### config.mk
export PLATFORM = sky130hd
export DESIGN_NAME = imgpix_unpack
export DESIGN_NICKNAME = d
export VERILOG_FILES = /design/src/rtl/imgpix_unpack.sv
export SDC_FILE = /design/constraint.sdc
export NUM_CORES = 1
export LEC_CHECK = 0
export CAP_MARGIN = 20
export CORE_AREA = 3 3 115 62
export CTS_CLUSTER_DIAMETER = 60
export CTS_CLUSTER_SIZE = 12
export DETAILED_ROUTE_END_ITERATION = 7
export DIE_AREA = 0 0 118 65
export PLACE_DENSITY = 0.66
export SLEW_MARGIN = 0
export SYNTH_ARGS = -nofsm -noshare
export SYNTH_HDL_FRONTEND = slang
export SYNTH_SLANG_ARGS = --single-unit
### constraint.sdc
create_clock -name i_clk -period 3.91 [get_ports i_clk]
set_clock_uncertainty 0.1 [all_clocks]
set_input_delay 0.782 -clock i_clk [delete_from_list [all_inputs] [get_ports i_clk]]
set_output_delay 0.782 -clock i_clk [all_outputs]
set_load 0.005 [all_outputs]
### src/rtl/imgpix_unpack.sv
// imgpix_unpack: pops BUSW-bit words from the image FIFO and serialises them
// MSB-first into BPP-bit pixels, one per display pixel request. Tracks the
// horizontal position so the unused tail of a line's final word is dropped
// and every line starts on a word boundary. It never stalls the display.
// When it has no pixel to give, it flags an underflow instead.
//
// Optional feature macro: IMGPIX_UFCOUNT_EN adds o_ufcount. This is a 16-bit
// saturating count of underflow events. i_reset and i_newframe clear it.
module imgpix_unpack #(
    parameter int BUSW = 32,
    parameter int BPP  = 8,
    parameter int LW   = 11
) (
    input  logic            i_clk,
    input  logic            i_reset,
    input  logic            i_newframe,
    input  logic [LW-1:0]   i_hpixels,
    input  logic            i_valid,
    input  logic [BUSW-1:0] i_word,
    output logic            o_rd,
    input  logic            i_pix_rdy,
    output logic [BPP-1:0]  o_pixel,
    output logic            o_pix_valid,
    output logic            o_eol,
    output logic            o_underflow
`ifdef IMGPIX_UFCOUNT_EN
    ,
    output logic [15:0]     o_ufcount
`endif
);

    localparam int PPW = BUSW / BPP;
    localparam int NW  = $clog2(PPW + 1);

    logic [BUSW-1:0] r_sreg;
    logic [NW-1:0]   r_npix;
    logic [LW-1:0]   r_hpos;
    logic            r_eol;
    logic            r_underflow;

    logic            w_flush;
    logic            w_empty;
    logic            w_last;
    logic            w_consume;
    logic            w_under;
    logic            w_rd;

    // Pixel-slot bookkeeping. An i_hpixels value of 0 wraps to all ones,
    // which gives the 2**LW line length with no special case.
    always_comb begin
        w_flush   = i_reset || i_newframe;
        w_empty   = (r_npix == '0);
        w_last    = (r_hpos == (i_hpixels - LW'(1)));
        w_consume = i_pix_rdy && !w_empty;
        w_under   = i_pix_rdy && w_empty;
        w_rd      = !w_flush && i_valid &&
                    (w_empty || (i_pix_rdy && ((r_npix == NW'(1)) || w_last)));
    end

    // Shift register, pixel count, horizontal position and event pulses.
    // A word load takes priority over the consume shift. This lets the next
    // word arrive in the same cycle its predecessor drains, with no bubble.
    always_ff @(posedge i_clk) begin
        if (w_flush) begin
            r_sreg      <= '0;
            r_npix      <= '0;
            r_hpos      <= '0;
            r_eol       <= 1'b0;
            r_underflow <= 1'b0;
        end else begin
            r_eol       <= i_pix_rdy && w_last;
            r_underflow <= w_under;
            if (i_pix_rdy) begin
                r_hpos <= w_last ? '0 : r_hpos + LW'(1);
            end
            if (w_rd) begin
                r_sreg <= i_word;
                r_npix <= NW'(PPW);
            end else if (w_consume) begin
                r_sreg <= r_sreg << BPP;
                r_npix <= w_last ? '0 : r_npix - NW'(1);
            end
        end
    end

`ifdef IMGPIX_UFCOUNT_EN
    logic [15:0] r_ufcount;

    // Saturating underflow event counter.
    always_ff @(posedge i_clk) begin
        if (w_flush) begin
            r_ufcount <= '0;
        end else if (w_under && (r_ufcount != 16'hffff)) begin
            r_ufcount <= r_ufcount + 16'd1;
        end
    end

    assign o_ufcount = r_ufcount;
`endif

    assign o_rd        = w_rd;
    assign o_pixel     = r_sreg[BUSW-1 -: BPP];
    assign o_pix_valid = !w_empty;
    assign o_eol       = r_eol;
    assign o_underflow = r_underflow;

endmodule

==> results of run 1 <==
[cell type report]
| class | instances | area share, % |
|---|---|---|
| inverter | 7 | 0.754 |
| clock buffer | 6 | 3.99 |
| clock inverter | 2 | 1.11 |
| timing repair buffer | 86 | 23.1 |
| sequential | 48 | 27.6 |
| multi-input combinational | 183 | 40.3 |
| tap | 88 | 3.16 |
[final timing paths]
path | endpoint | startpoint | slack (ps)
setup reg to reg | r_sreg[18] | r_hpos[2] | 1400
setup / recovery | o_rd | i_hpixels[4] | 20
hold / removal | r_sreg[4] | r_sreg[4] | 380
hold reg to reg | r_sreg[4] | r_sreg[4] | 380
[timing repair]
item	4_1_cts	5_1_grt
setup buffers	2	2
gates resized for setup	20	4
pin swaps	5	4
endpoints found under the hold margin	0	0
endpoints found under the setup margin	1	1
[per-stage QoR]
stage               util [%]  hold WS (ps)  setup WS [ps]  cell area (um2)  instances
detailed placement      53.3           365           -682             3240        408
CTS                     56.8           381           12.3             3450        418
global route            57.3           386          -47.2             3480        420
floorplan                  -           344            283             2500        263
global placement        53.3           362           -671             3240        408
finish                  57.3           380           19.3             3480        420
[synth_stat cells, drive strengths merged (7+ instances only)]
cell type	count
and4	27
xnor2	11
clkbuf	12
xor2	12
buf	13
dfxtp	48
nand2	10
nor2	21
a221o	24
a22o	8
inv	7
[registers in the layout, indices dropped and copies added (netlist names)]
signal       flops
o_eol            1
r_hpos          11
r_sreg          32
r_npix           3
o_underflow      1
[cells by family (layout without fill, tap and decap cells)]
| family | after synthesis | after routing | share of synthesized area (%) |
|---|---|---|---|
| flip-flops | 48 | 48 | 38.5 |
| XOR/XNOR | 23 | 23 | 8.07 |
| adder cells (fa/ha/maj) | 5 | 5 | 2.51 |
| buffers and inverters | 32 | 101 | 6.76 |
| AND/OR/NAND/NOR | 93 | 93 | 23.2 |
| AO/OA/AOI/OAI | 62 | 62 | 20.9 |
[power by group]
part	switching [mW]	internal, mW
Combinational	0.0617	0.0911
Sequential	0.00916	0.503
Clock	0.181	0.320
Total	0.251	0.914
[critical path, stage by stage]
cell and delay [ps]:
clkdlybuf4s50_1 430, or3_4 360, or4_4 510, xnor2_2 160, and4_1 270, a31o_2 190, nor2b_4 170, buf_2 130
[routing by layer]
layer  wire length [um]  up-vias  share of wire (%)  global-route usage [%]
met5                  0        -                  0                       0
met4                108        0                1.7                    5.69
met3                327        8                5.1                    4.36
met2               3020       61                 47                    28.9
met1               2930     1066                 46                    21.6
li1                   -     1138                  -                       -
==> results.py, run 1 <==
metrics = {
    "logic_synthesis": {
        "avgSynthCellArea_um2": 9.50,
        "synth_edf_count": 0,
        "ys_ff_latch": 48,
        "ys_top_cells_by_area": "dfxtp_1 (38%), a221o_1 (9.6%), and4_1 (9.5%)",
        "ys_seq_area_share_pct": 38.5,
        "synth_nets": 316,
        "synth_ff_type": "dfxtp_1",
        "synthArstFlopShare_pct": 0,
        "synth_warnings": 0,
        "yosys.area.top_type_share_pct": 38.5,
        "synth_area_mm2": 0.00250,
        "postSynthCellCount": 263,
        "synthDistinctLibCells": 44,
        "synth_top_cell_by_area": "dfxtp_1",
    },
    "cells_and_area": {
        "nNetsFinal": 384,
        "drive_gt1_share_pct": 15.4,
        "areaGrowthSynthToFinish_pct": 39.5,
        "diodes": 0,
        "layout_common_cells": "clkdlybuf4s50_1 (51), dfxtp_1 (48), and4_1 (27)",
        "regArea_um2": 961,
        "final_common_cell": "clkdlybuf4s50_1",
        "multi_input_area_mm2": 0.00140,
        "filler_cell_count": 558,
    },
    "route": {
        "drc_errors": 0,
        "first_iter_violations": 188,
        "totalWireLength_mm": 6.39,
        "wl_per_cell_um": 15.2,
        "first_pass_iters": 4,
        "viasPerCell": 5.41,
        "antenna_left": 0,
        "dr_total_vias": 2273,
    },
    "floorplan": {
        "rows": 20,
        "start_util_pct": 41.1,
        "fp.dieH_um": 65,
        "die_x_um": 118,
        "io_pins": 60,
        "coreArea_mm2": 0.00608,
        "die-area_mm2": 0.00767,
    },
    "run_status": {
        "status": "finished clean",
    },
    "worst_setup_path": {
        "crit_path_end_kind": "output pin",
        "start_kind": "primary input",
        "ff2ff_path_depth": 10,
        "critPathArrivalTime_ps": 3010,
        "critPathKind": "in -> out",
        "critPathMaxFanout": 4,
        "cp_data_required_time_ps": 3030,
    },
    "timing": {
        "finalCriticalPeriod_ps": 3890,
        "drv_slew": 0,
        "slew_headroom_pct": 60.4,
        "fin_setup_tns_ps": 0,
        "finalSetupViolations": 0,
        "hold_viol": 0,
        "fmax_mhz": 257,
        "tightest_slew_ps": 594,
        "fin_crit_sh_pct": 99.5,
    },
    "power_and_ir_drop": {
        "leakage_nw": 1.38,
        "total_power_mw": 1.17,
        "powerDensity_mw_per_mm2": 335,
        "ir_worst_vdd_mv": 0.157,
    },
    "place": {
        "io_buffers": 59,
        "place_congestion": 0.841,
        "dp_hpwl_mm": 4.63,
    },
    "clock_tree": {
        "clkTransAtPathRegs_ps": 70,
        "cts_buffers": 5,
        "cts_tree": "yes",
        "cts.root.buffer_cell": "clkbuf_16",
        "cts-root-to-sink-buffers": 2,
        "clk_latency_ps": 290,
        "cts.htree.levels": 2,
        "clock_sinks": 48,
        "holdBufCountCts": 0,
    },
    "worst_hold_path": {
        "min_path_cells": 1,
        "hold_path_class": "reg -> reg",
    },
    "global_route": {
        "grt_max_degree": 30,
        "grt_pass1_wl_mm": 10.8,
        "antenna_found_initial": 0,
        "overflow": 0,
        "grt_usage_pct": 17.1,
        "grt_pass1_vias": 2291,
    },
    "run": {
        "drv_cap": 0,
    },
}
(Power assumes the default switching activity.)
==> run 2: changes to the inputs <==
--- a/config.mk
+++ b/config.mk
@@ -6,13 +6,13 @@
 export NUM_CORES = 1
 export LEC_CHECK = 0
 export CAP_MARGIN = 20
-export CORE_AREA = 3 3 115 62
+export CORE_AREA = 10 10 122 69
 export CTS_CLUSTER_DIAMETER = 60
 export CTS_CLUSTER_SIZE = 12
 export DETAILED_ROUTE_END_ITERATION = 7
-export DIE_AREA = 0 0 118 65
+export DIE_AREA = 0 0 132 79
 export PLACE_DENSITY = 0.66
-export SLEW_MARGIN = 0
+export SLEW_MARGIN = 30
 export SYNTH_ARGS = -nofsm -noshare
 export SYNTH_HDL_FRONTEND = slang
 export SYNTH_SLANG_ARGS = --single-unit
==> results.py, run 2 (same netlist as run 1, synthesis figures left out) <==
metrics = {
    "cells_and_area": {
        "final_common_cell": "clkdlybuf4s50_1",
        "final_core_util_pct": 54.1,
        "drive_gt1_share_pct": 14.2,
        "diodes": 0,
        "largestRegisters": "r_sreg: 32 flops, r_hpos: 11 flops, r_npix: 3 flops",
        "fin_cells": 422,
        "areaGrowthSynthToFinish_pct": 38.3,
        "nNetsFinal": 382,
        "largest-register": "r_sreg",
        "filler_cell_count": 580,
        "largest_reg_flops": 32,
        "layout_common_cells": "clkdlybuf4s50_1 (53), dfxtp_1 (48), and4_1 (27)",
    },
    "timing": {
        "finalCriticalPeriod_ps": 3800,
        "fmax_mhz": 263,
        "hold_viol": 0,
        "slew_headroom_pct": 74.0,
        "finalSetupViolations": 0,
        "fin_setup_tns_ps": 0,
        "drv_slew": 0,
        "fin_crit_sh_pct": 97.2,
        "grt_setup_unrepaired": "false",
        "tightest_slew_ps": 387,
    },
    "worst_setup_path": {
        "critPathKind": "in -> out",
        "crit_path_end_kind": "output pin",
        "critPathMaxFanout": 2,
        "cp_top_family": "simple AND/OR/NAND/NOR gates",
        "start_kind": "primary input",
        "crit_path_top_delay_cell": "or4_4",
        "critPathArrivalTime_ps": 2920,
        "cp_num_buf_inv": 2,
        "max_stage_delay_ps": 500,
        "crit_chain": "clkdlybuf4s50_1, or3_4, or4_4, xnor2_2, and4_1, a31o_2, nor2b_4, buf_2",
        "cp_data_required_time_ps": 3030,
    },
    "global_route": {
        "grt_pass1_wl_mm": 11.4,
        "grt_usage_pct": 13.1,
        "antenna_found_initial": 0,
        "overflow": 0,
        "grt_pass1_vias": 2129,
        "grt_max_degree": 33,
    },
    "clock_tree": {
        "clkTransAtPathRegs_ps": 70,
        "cts-root-to-sink-buffers": 2,
        "clock_sinks": 48,
        "clk_latency_ps": 280,
        "cts.htree.levels": 2,
        "cts.root.buffer_cell": "clkbuf_16",
        "cts_buffers": 5,
        "cts_tree": "yes",
    },
    "power_and_ir_drop": {
        "ir_worst_vdd_mv": 0.193,
        "leakage_nw": 1.35,
        "pwr-share-clk_pct": 42.9,
        "p_sw_share_pct": 21.6,
        "powerDensity_mw_per_mm2": 338,
        "power_frac_seq_pct": 44.0,
        "p_int_mw": 0.914,
        "p_comb_share_pct": 13.1,
        "p_sw_mw": 0.252,
    },
    "worst_hold_path": {
        "hold_path_class": "reg -> reg",
    },
    "route": {
        "antenna_left": 0,
        "dr_total_vias": 2246,
        "totalWireLength_mm": 6.99,
        "first_pass_iters": 4,
        "wl_per_cell_um": 16.6,
        "viasPerCell": 5.32,
        "first_iter_violations": 190,
        "drc_errors": 0,
    },
    "floorplan": {
        "io_pins": 60,
        "rows": 21,
        "die-area_mm2": 0.0104,
        "start_util_pct": 39.1,
        "coreArea_mm2": 0.00638,
        "die_x_um": 132,
        "fp.dieH_um": 79,
    },
    "place": {
        "io_buffers": 59,
        "place_congestion": 0.898,
        "dp.cells": 411,
        "dp_hpwl_mm": 5.28,
    },
    "run_status": {
        "status": "finished clean",
    },
    "run": {
        "drv_cap": 0,
    },
}
[run 2: changes by cell type in the layout (fill, tap and decap cells not counted), moves of 2 or more]
cell	previous run	this run
clkdlybuf4s50_1	51	53
inv_1	5	7
clkdlybuf4s15_1	0	2
clkdlybuf4s15_2	2	0
inv_2	2	0
dlymetal6s2s_1	2	0
[run 2: worst paths after layout]
kind | from | slack (ps) | to | cells after the start
max | i_hpixels[2] | 110 | o_rd | 8
min | r_sreg[1] | 380 | r_sreg[1] | 1
max reg2reg | r_hpos[6] | 1310 | r_sreg[23] | 9
min reg2reg | r_sreg[1] | 380 | r_sreg[1] | 1
[run 2: power groups by stage]
stage	combinational, mW	sequential [mW]	clock, mW
after floorplan	0.0643	0.520	0
after global placement	0.149	0.524	0
after detailed placement	0.150	0.524	0
after CTS	0.150	0.513	0.508
after global routing	0.166	0.514	0.537
final	0.153	0.513	0.500
[run 2: per-layer routing]
metal	GRT usage [%]	part of all wire (%)
met5	0	0
met4	2.65	0.57
met3	3.58	7.8
met2	17.4	38
met1	19.9	54
[run 2: area by class of cell]
cell class | count | area [um2] | area share [%]
Multi-Input combinational cell | 183 | 1400 | 40.7
Clock inverter | 2 | 38.8 | 1.12
Sequential cell | 48 | 961 | 27.8
Tap cell | 92 | 115 | 3.33
Timing Repair Buffer | 84 | 769 | 22.3
Inverter | 7 | 26.3 | 0.761
Clock buffer | 6 | 139 | 4.02
[run 2: stage by stage]
step                worst slack (ps)  hold slack (ps)  cell area, um2  total power [mW]
floorplan                        283              344            2500             0.584
CTS                             9.57              381            3440              1.17
detailed placement              -624              366            3230             0.674
finish                           108              380            3450              1.17
global placement                -592              364            3230             0.672
global route                   0.975              403            3450              1.22
[run 2: repair_timing]
item / in CTS / in global routing
gates resized for setup: 16 / 3
buffers inserted: 2 / 1
setup endpoints to repair: 1 / 1
hold buffers: 0 / 0
gates cloned: 0 / 0
pin swaps: 7 / 2
